## src/rtl/packet_struct_pkg.sv

```systemverilog
// Shared packet-path types for the rx/tx stream blocks.
// Checksum result width is a codebase-wide macro.
`ifndef TCP_CHKSUM_W
`define TCP_CHKSUM_W 16
`endif

package packet_struct_pkg;

    localparam int RX_DATA_W    = 256;
    localparam int RX_KEEP_W    = RX_DATA_W / 8;
    localparam int TCP_CHKSUM_W = `TCP_CHKSUM_W;

    typedef enum logic {
        IDLE   = 1'b0,
        LOCKED = 1'b1
    } rx_arb_state_e;

    typedef struct packed {
        logic [RX_DATA_W-1:0]    tdata;
        logic [RX_KEEP_W-1:0]    tkeep;
        logic                    tlast;
        logic [TCP_CHKSUM_W-1:0] csum;
    } rx_chksum_resp_s;

    // Compare-and-reset so non power-of-two counts wrap correctly.
    function automatic int rr_next(input int idx, input int n);
        return (idx >= n - 1) ? 0 : idx + 1;
    endfunction

endpackage

```

## src/rtl/rr_prio_pick.sv

```systemverilog
// Round-robin priority pick: first request at or after ptr.
// Purely combinational; shared by the rx and tx arbiters.
module rr_prio_pick
    import packet_struct_pkg::*;
#(
    parameter int NUM_REQ = 4,
    parameter int IDX_W   = $clog2(NUM_REQ)
) (
    input  logic [NUM_REQ-1:0] req,
    input  logic [IDX_W-1:0]   ptr,
    output logic [NUM_REQ-1:0] gnt_oh,
    output logic [IDX_W-1:0]   gnt_idx,
    output logic               gnt_any
);

    logic [IDX_W-1:0] scan;

    always_comb begin
        gnt_oh  = '0;
        gnt_idx = '0;
        gnt_any = 1'b0;
        scan    = ptr;
        for (int k = 0; k < NUM_REQ; k++) begin
            if (!gnt_any && req[scan]) begin
                gnt_any = 1'b1;
                gnt_idx = scan;
            end
            scan = IDX_W'(rr_next(int'(scan), NUM_REQ));
        end
        if (gnt_any) begin
            gnt_oh[gnt_idx] = 1'b1;
        end
    end

endmodule

```

## src/rtl/rx_tcp_chksum_arb.sv

```systemverilog
// Packet-level round-robin arbiter from NUM_SRC rx checksum
// engines into one format controller; zero added latency.
module rx_tcp_chksum_arb
    import packet_struct_pkg::*;
#(
    parameter int DATA_WIDTH = 256,
    parameter int KEEP_WIDTH = DATA_WIDTH / 8,
    parameter int NUM_SRC    = 4,
    parameter int SRC_W      = $clog2(NUM_SRC)
) (
    input  logic                            clk,
    input  logic                            rst,
    input  logic [NUM_SRC*DATA_WIDTH-1:0]   src_resp_tdata,
    input  logic [NUM_SRC*KEEP_WIDTH-1:0]   src_resp_tkeep,
    input  logic [NUM_SRC-1:0]              src_resp_tval,
    input  logic [NUM_SRC-1:0]              src_resp_tlast,
    input  logic [NUM_SRC*`TCP_CHKSUM_W-1:0] src_resp_csum,
    output logic [NUM_SRC-1:0]              src_resp_trdy,
    output logic [DATA_WIDTH-1:0]           dst_resp_tdata,
    output logic [KEEP_WIDTH-1:0]           dst_resp_tkeep,
    output logic                            dst_resp_tval,
    output logic                            dst_resp_tlast,
    output logic [`TCP_CHKSUM_W-1:0]        dst_resp_csum,
    input  logic                            dst_resp_trdy,
    output logic [SRC_W-1:0]                dst_resp_src_id,
    output logic                            arb_busy,
    output logic [31:0]                     arb_pkt_cnt
);

    typedef struct packed {
        logic [DATA_WIDTH-1:0]    tdata;
        logic [KEEP_WIDTH-1:0]    tkeep;
        logic                     tlast;
        logic [`TCP_CHKSUM_W-1:0] csum;
    } resp_t;

    resp_t              src_arr [NUM_SRC];
    resp_t              cur;
    rx_arb_state_e      state_q, state_d;
    logic [SRC_W-1:0]   grant_q, grant_d;
    logic [SRC_W-1:0]   rr_ptr_q, rr_ptr_d;
    logic [31:0]        pkt_cnt_q, pkt_cnt_d;
    logic [SRC_W-1:0]   pick_idx, cur_idx;
    logic [NUM_SRC-1:0] pick_oh;
    logic               pick_any, present, accept;

    for (genvar i = 0; i < NUM_SRC; i++) begin : g_flat
        assign src_arr[i] = {
            src_resp_tdata[i*DATA_WIDTH +: DATA_WIDTH],
            src_resp_tkeep[i*KEEP_WIDTH +: KEEP_WIDTH],
            src_resp_tlast[i],
            src_resp_csum[i*`TCP_CHKSUM_W +: `TCP_CHKSUM_W]
        };
    end

    rr_prio_pick #(
        .NUM_REQ (NUM_SRC),
        .IDX_W   (SRC_W)
    ) u_pick (
        .req     (src_resp_tval),
        .ptr     (rr_ptr_q),
        .gnt_oh  (pick_oh),
        .gnt_idx (pick_idx),
        .gnt_any (pick_any)
    );

    always_comb begin
        state_d   = state_q;
        grant_d   = grant_q;
        rr_ptr_d  = rr_ptr_q;
        pkt_cnt_d = pkt_cnt_q;
        cur_idx   = (state_q == LOCKED) ? grant_q : pick_idx;
        cur       = src_arr[cur_idx];
        present   = (state_q == LOCKED) || pick_any;

        dst_resp_tval   = 1'b0;
        dst_resp_tdata  = '0;
        dst_resp_tkeep  = '0;
        dst_resp_tlast  = 1'b0;
        dst_resp_csum   = '0;
        dst_resp_src_id = '0;
        src_resp_trdy   = '0;

        // Reset blocks any handshake in the cycle it is asserted.
        if (!rst && present) begin
            dst_resp_tval = (state_q == LOCKED)
                          ? src_resp_tval[grant_q] : 1'b1;
            dst_resp_tdata  = cur.tdata;
            dst_resp_tkeep  = cur.tkeep;
            dst_resp_tlast  = cur.tlast;
            dst_resp_csum   = cur.csum;
            dst_resp_src_id = cur_idx;
            src_resp_trdy   = (state_q == LOCKED)
                            ? '0 : pick_oh & {NUM_SRC{dst_resp_trdy}};
            if (state_q == LOCKED) begin
                src_resp_trdy[grant_q] = dst_resp_trdy;
            end
        end

        accept = dst_resp_tval && dst_resp_trdy;

        unique case (state_q)
            IDLE: begin
                if (pick_any) begin
                    if (accept && cur.tlast) begin
                        rr_ptr_d  = SRC_W'(rr_next(int'(pick_idx), NUM_SRC));
                        pkt_cnt_d = pkt_cnt_q + 32'd1;
                    end else begin
                        grant_d = pick_idx;
                        state_d = LOCKED;
                    end
                end
            end
            LOCKED: begin
                if (accept && cur.tlast) begin
                    rr_ptr_d  = SRC_W'(rr_next(int'(grant_q), NUM_SRC));
                    pkt_cnt_d = pkt_cnt_q + 32'd1;
                    state_d   = IDLE;
                end
            end
            default: state_d = IDLE;
        endcase
    end

    always_ff @(posedge clk) begin
        if (rst) begin
            state_q   <= IDLE;
            grant_q   <= '0;
            rr_ptr_q  <= '0;
            pkt_cnt_q <= '0;
        end else begin
            state_q   <= state_d;
            grant_q   <= grant_d;
            rr_ptr_q  <= rr_ptr_d;
            pkt_cnt_q <= pkt_cnt_d;
        end
    end

    assign arb_busy    = !rst && (state_q == LOCKED);
    assign arb_pkt_cnt = pkt_cnt_q;

    a_trdy_onehot: assert property (@(posedge clk) disable iff (rst)
        $onehot0(src_resp_trdy));

    a_tval_src: assert property (@(posedge clk) disable iff (rst)
        dst_resp_tval |-> src_resp_tval[dst_resp_src_id]);

    a_hold: assert property (@(posedge clk) disable iff (rst)
        dst_resp_tval && !dst_resp_trdy |=>
        $stable({dst_resp_tdata, dst_resp_tkeep, dst_resp_tlast,
                 dst_resp_csum, dst_resp_src_id}));

endmodule
```

## config.mk

```make
export PLATFORM = sky130hd
export DESIGN_NAME = rx_tcp_chksum_arb
export DESIGN_NICKNAME = d
export VERILOG_FILES = /design/src/rtl/packet_struct_pkg.sv /design/src/rtl/rr_prio_pick.sv /design/src/rtl/rx_tcp_chksum_arb.sv
export SDC_FILE = /design/constraint.sdc
export NUM_CORES = 1
export LEC_CHECK = 0
export BUFFER_PORTS_ARGS = -buffer_cell sky130_fd_sc_hd__clkbuf_2
export CORE_AREA = 2 2 620 622
export DETAILED_ROUTE_END_ITERATION = 12
export DIE_AREA = 0 0 622 624
export GPL_ROUTABILITY_DRIVEN = 1
export GPL_TIMING_DRIVEN = 0
export RECOVER_POWER = 25
export SETUP_SLACK_MARGIN = 0.4
export SYNTH_ARGS = -nofsm -noshare
export SYNTH_HDL_FRONTEND = slang
export SYNTH_SLANG_ARGS = --single-unit
```

## constraint.sdc

```tcl
create_clock -name clk -period 3 [get_ports clk]
set_input_delay 0.15 -clock clk [delete_from_list [all_inputs] [get_ports clk]]
set_output_delay 0.15 -clock clk [all_outputs]
set_load 0.02 [all_outputs]
```

==> results.md <==
- The run finished, with violations left.
- The final reports fail on setup timing.
- The Yosys step of the flow raised 0 warnings.
- After floorplanning, the core was divided into about 230 placement rows.
- The top cell family by delay on the critical path is compound AO/OA/AOI/OAI gates.
- After detailed routing, the average wire length per cell comes to approximately 43 microns.
- Relative to the synthesized area, the layout overhead comes to 180%.
- In the synthesized netlist the async set-or-reset flop fraction comes to 0%.
- The number of buffers inserted during clock tree synthesis is 5.
- The flip-flop cell with the highest count after synthesis is sky130_fd_sc_hd__dfxtp_1.
- Across all setup checks in the final design, the least slack found is -1010 ps.
- The mean post-synth cell area is 11.5 sq um.
- Dividing the detail-routed via count by the number of cells gives 2.61.
- The area of the placeable core is 0.381 sq mm.
- Measured against its own limit, the worst slew margin works out to approximately two fifths.
- The number of vias after detailed routing is 20600.
- The critical-path maximum fanout is 6.
- In this run the cell area measured after placement is around 0.026 sq mm.
- The max-cap violation count is 0.
- The clock transition at the registers of the reported paths is 60 ps.
- When the netlist entered floorplanning its net count stood at ~2300.
- After clock tree synthesis, the flow added hold-fix buffers numbering 0.
- The number of nets in the layout is approximately 4000.
- The measured slew at the worst slew-check pin is 907 ps.
- The number of distinct standard cells referenced by the synthesized netlist is 58.
- The initial antenna violation count is 422.
- The initial core utilization is 3.06%.
- The share of final-layout standard cells stronger than drive strength 1 is between 80% and 90%.
- Global routing finished with a remaining overflow of 0.
- The die footprint is between 0.3 and 0.4 sq mm.
- The cell area after synthesis is 0.0117 sq mm.
- For this design, the sink count on the clock tree is 37.
- For the final routed database, the setup TNS stands at -256500 ps.
- The startpoint kind of the worst setup timing path is a flop.
- The routability congestion estimate is 0.971.
- Counting along the longest clock path gives a buffer depth of 2.
- The via count of the first global-routing pass is around 18000.
- The path class of the lowest-slack min-delay path is in -> reg.
- Setup repair after global routing could not meet its margin everywhere.
- Clock latency on the worst-skew pair, taken at its later pin, is 300 ps.
- The detail route stage leaves a number of antenna-violating nets equal to 0.
- VDD sags by at most around 330 uV.
- Counting flops with a built-in enable in the synthesized netlist gives 0.
- For this run, design rule violations remaining after detail routing come to 0.
- The die is 624 microns tall.
- 1572 I/O pins were placed.
- Summed over all cells, the static leakage comes to 13.2 nW.
- Clock tree synthesis selected as its root buffer the cell sky130_fd_sc_hd__clkbuf_16.
- Counting stages on the worst path, the most repeated cell is sky130_fd_sc_hd__clkbuf_16.
- The total of endpoints with negative setup slack in the final report is approximately 350.
- The critical path goes through ha_4 -> buf_6 -> or3b_4 -> o21a_1 -> a221oi_4 -> o32ai_4 -> o21ai_4 -> buf_12 -> clkbuf_16 -> clkbuf_16 -> mux4_2 -> and2_4 -> buf_8.
- For this design the ratio of total power to cell area is 684 mW/mm^2.
- From left edge to right edge, the die measures 622 microns.
- The final-report max-slew violation count was 0.
- The classification of the worst setup path is reg -> out.
- The cell count after synthesis came out at approximately 1000.
- The finished cells cover 0.0327 sq mm.
- STA classifies the critical path endpoint as a primary output.
- The cell with the biggest individual delay on the critical path is sky130_fd_sc_hd__mux4_2.
- The number of synthesized register bits is 37.
- The fmax is 249 MHz.
- The maximum single-stage delay on the critical path is about 580 ps.
- The first global-routing pass estimated roughly 380000 microns of wire.
- Counting the fill cells in the layout gives 44600.
- The sum of net half-perimeters after detailed placement is roughly 320000 microns.
- The CTS tree is done.
- Global routing used 16.9% of the available tracks.
- Data on the critical path is required at its endpoint by 2850 ps.
- The initial detailed-routing violation count is 1881.
- The pin count of the biggest net entering global routing is 14.
- The number of iterations in the first detailed-routing pass is 5.
- The clock arrives with 10.6 ps of skew.
- For the worst setup path, the data arrival time is 3860 ps.
- After detailed routing, the total wire length is 341000 microns.
- Subtracting the final worst setup slack from the clock period gives 4010 ps.
- The H-tree was split into 2 levels.
- The sequential fraction of the synthesis area is 6.35%.
- The final hold violation count is 0.
- The count of buffers added on input and output ports is 1568.
- After layout, the worst path uses 134% of the clock period.
- Counting both buffers and inverters, the worst setup path holds a total of 5.
[layout make-up]
type	count	area (sq um)	share of cell area (%)
Clock inverter	3	21.3	0.0651
Multi-Input combinational cell	846	11200	34.3
Timing Repair Buffer	1712	12300	37.5
Clock buffer	5	125	0.383
Tap cell	5038	6300	19.3
Antenna cell	102	255	0.781
Buffer	119	1700	5.20
Sequential cell	37	748	2.29
Inverter	12	45.0	0.138
[metrics by stage]
stage | worst slack [ps] | util [%] | hold slack (ps) | power, mW | instances
floorplan | 48.7 | - | 451 | 7.87 | 1014
global placement | -2360 | 6.87 | 487 | 16.5 | 7620
detailed placement | -1970 | 6.87 | 490 | 16.5 | 7620
CTS | -1060 | 8.24 | 456 | 21.7 | 7739
global route | -1080 | 8.53 | 505 | 23.0 | 7815
finish | -1010 | 8.57 | 484 | 22.3 | 7874
[placed cells by master, fill, tap and decap left out, types with 3 or more instances in the layout]
master / n
sky130_fd_sc_hd__diode_2: 102
sky130_fd_sc_hd__and2_4: 213
sky130_fd_sc_hd__o211ai_1: 17
sky130_fd_sc_hd__nand3_1: 8
sky130_fd_sc_hd__nor2_4: 3
sky130_fd_sc_hd__buf_12: 65
sky130_fd_sc_hd__a21oi_1: 15
sky130_fd_sc_hd__nor2_2: 3
sky130_fd_sc_hd__nand2_1: 18
sky130_fd_sc_hd__o21ai_4: 3
sky130_fd_sc_hd__clkbuf_2: 1329
sky130_fd_sc_hd__clkbuf_1: 40
sky130_fd_sc_hd__buf_6: 66
sky130_fd_sc_hd__or4_1: 4
sky130_fd_sc_hd__buf_16: 18
sky130_fd_sc_hd__nor2_1: 25
sky130_fd_sc_hd__mux4_2: 305
sky130_fd_sc_hd__o21a_1: 5
sky130_fd_sc_hd__dfxtp_1: 35
sky130_fd_sc_hd__and3_1: 7
sky130_fd_sc_hd__mux2i_1: 8
sky130_fd_sc_hd__inv_1: 10
sky130_fd_sc_hd__clkbuf_16: 90
sky130_fd_sc_hd__ha_1: 8
sky130_fd_sc_hd__o21ai_1: 3
sky130_fd_sc_hd__buf_8: 38
sky130_fd_sc_hd__clkbuf_8: 87
sky130_fd_sc_hd__and2_1: 101
sky130_fd_sc_hd__nor2b_1: 3
sky130_fd_sc_hd__o21ai_0: 9
sky130_fd_sc_hd__xor2_1: 5
sky130_fd_sc_hd__buf_2: 16
sky130_fd_sc_hd__xnor2_1: 9
sky130_fd_sc_hd__nor3_1: 3
sky130_fd_sc_hd__o31ai_1: 6
sky130_fd_sc_hd__buf_4: 64
sky130_fd_sc_hd__clkbuf_4: 22
sky130_fd_sc_hd__or3_1: 9
[Yosys cell counts (2+ instances only)]
library cell / n / area, sq um
sky130_fd_sc_hd__nor3b_1: 2 / 15.0
sky130_fd_sc_hd__buf_2: 37 / 185
sky130_fd_sc_hd__and4_1: 2 / 17.5
sky130_fd_sc_hd__o21ai_1: 2 / 10.0
sky130_fd_sc_hd__a211oi_1: 3 / 22.5
sky130_fd_sc_hd__ha_1: 10 / 125
sky130_fd_sc_hd__and3_1: 7 / 43.8
sky130_fd_sc_hd__o21ai_0: 13 / 65.1
sky130_fd_sc_hd__o2111ai_1: 2 / 17.5
sky130_fd_sc_hd__or4_1: 5 / 37.5
sky130_fd_sc_hd__and2_1: 315 / 1970
sky130_fd_sc_hd__xor2_1: 5 / 43.8
sky130_fd_sc_hd__inv_1: 11 / 41.3
sky130_fd_sc_hd__buf_4: 2 / 15.0
sky130_fd_sc_hd__o21a_1: 6 / 45.0
sky130_fd_sc_hd__xnor2_1: 10 / 87.6
sky130_fd_sc_hd__nor2b_1: 4 / 25.0
sky130_fd_sc_hd__a32oi_1: 3 / 26.3
sky130_fd_sc_hd__nand3_1: 9 / 45.0
sky130_fd_sc_hd__buf_1: 8 / 30.0
sky130_fd_sc_hd__nor2_1: 30 / 113
sky130_fd_sc_hd__o31ai_1: 6 / 45.0
sky130_fd_sc_hd__a21oi_1: 16 / 80.1
sky130_fd_sc_hd__nand2_1: 22 / 82.6
sky130_fd_sc_hd__mux2i_1: 9 / 90.1
sky130_fd_sc_hd__o211ai_1: 17 / 128
sky130_fd_sc_hd__mux4_2: 305 / 6870
sky130_fd_sc_hd__a311oi_1: 2 / 17.5
sky130_fd_sc_hd__dfxtp_1: 37 / 741
sky130_fd_sc_hd__nor3_1: 4 / 20.0
sky130_fd_sc_hd__or2_1: 2 / 12.5
sky130_fd_sc_hd__a31oi_1: 2 / 12.5
sky130_fd_sc_hd__or3_1: 9 / 56.3
sky130_fd_sc_hd__nor4_1: 2 / 12.5
sky130_fd_sc_hd__clkbuf_1: 72 / 270
[per-layer routing]
| layer | part of all wire [%] | vias to the layer above | wire (microns) | track usage [%] |
|---|---|---|---|---|
| met2 | 44 | 1783 | 150000 | 26.1 |
| met5 | 0.50 | - | 1710 | 0 |
| met4 | 2.3 | 262 | 7870 | 3.05 |
| met1 | 39 | 10100 | 133000 | 19.5 |
| met3 | 14 | 728 | 49000 | 10.8 |
| li1 | - | 7644 | - | - |
[kinds of logic after synthesis]
logic type	Yosys count	synth area share [%]
compound gates	84	5.27
xor+xnor	15	1.13
flops	37	6.35
fa+ha+maj	10	1.07
buf+inv	131	4.68
simple gates	421	21.6
mux	316	59.9
[final timing paths]
| check | startpoint | endpoint | slack, ps | cells past startpoint |
|---|---|---|---|---|
| max reg2reg | rr_ptr_q[1] | arb_pkt_cnt[22] | -470 | 16 |
| min | rst | arb_pkt_cnt[8] | 480 | 2 |
| max | rr_ptr_q[1] | dst_resp_tdata[90] | -1010 | 13 |
| min reg2reg | arb_pkt_cnt[5] | arb_pkt_cnt[5] | 500 | 2 |
[repair_timing]
action | 4_1_cts | 5_1_grt
gates cloned | 19 | 6
gates resized for setup | 833 | 283
setup endpoints to repair | 349 | 349
setup buffers | 92 | 27
pin swaps | 80 | 11
[flip-flops by register name, summed over array words and instances, names as in the netlist]
| register | flops |
|---|---|
| arb_pkt_cnt | 32 |
| grant_q | 2 |
| rr_ptr_q | 2 |
| state_q | 1 |
[worst register-to-register path, stage by stage, from the launching register on]
cell and delay [ps]:
sky130_fd_sc_hd__dfxtp_4 360, sky130_fd_sc_hd__ha_4 150, sky130_fd_sc_hd__buf_6 130, sky130_fd_sc_hd__or2_1 200, sky130_fd_sc_hd__buf_4 170, sky130_fd_sc_hd__a32oi_1 310, sky130_fd_sc_hd__a221oi_4 130, sky130_fd_sc_hd__o32ai_4 170
sky130_fd_sc_hd__o21ai_4 100, sky130_fd_sc_hd__buf_12 170, sky130_fd_sc_hd__buf_4 140, sky130_fd_sc_hd__nor4_4 380, sky130_fd_sc_hd__buf_12 200, sky130_fd_sc_hd__clkbuf_2 260, sky130_fd_sc_hd__o211ai_1 170, sky130_fd_sc_hd__xnor2_1 190
sky130_fd_sc_hd__and2_1 150
[power by group]
part	internal [mW]	switching, mW
logic	9.90	11.3
clock network	0.310	0.243
registers	0.510	0.0260
Power figures use the tool's default switching activity.
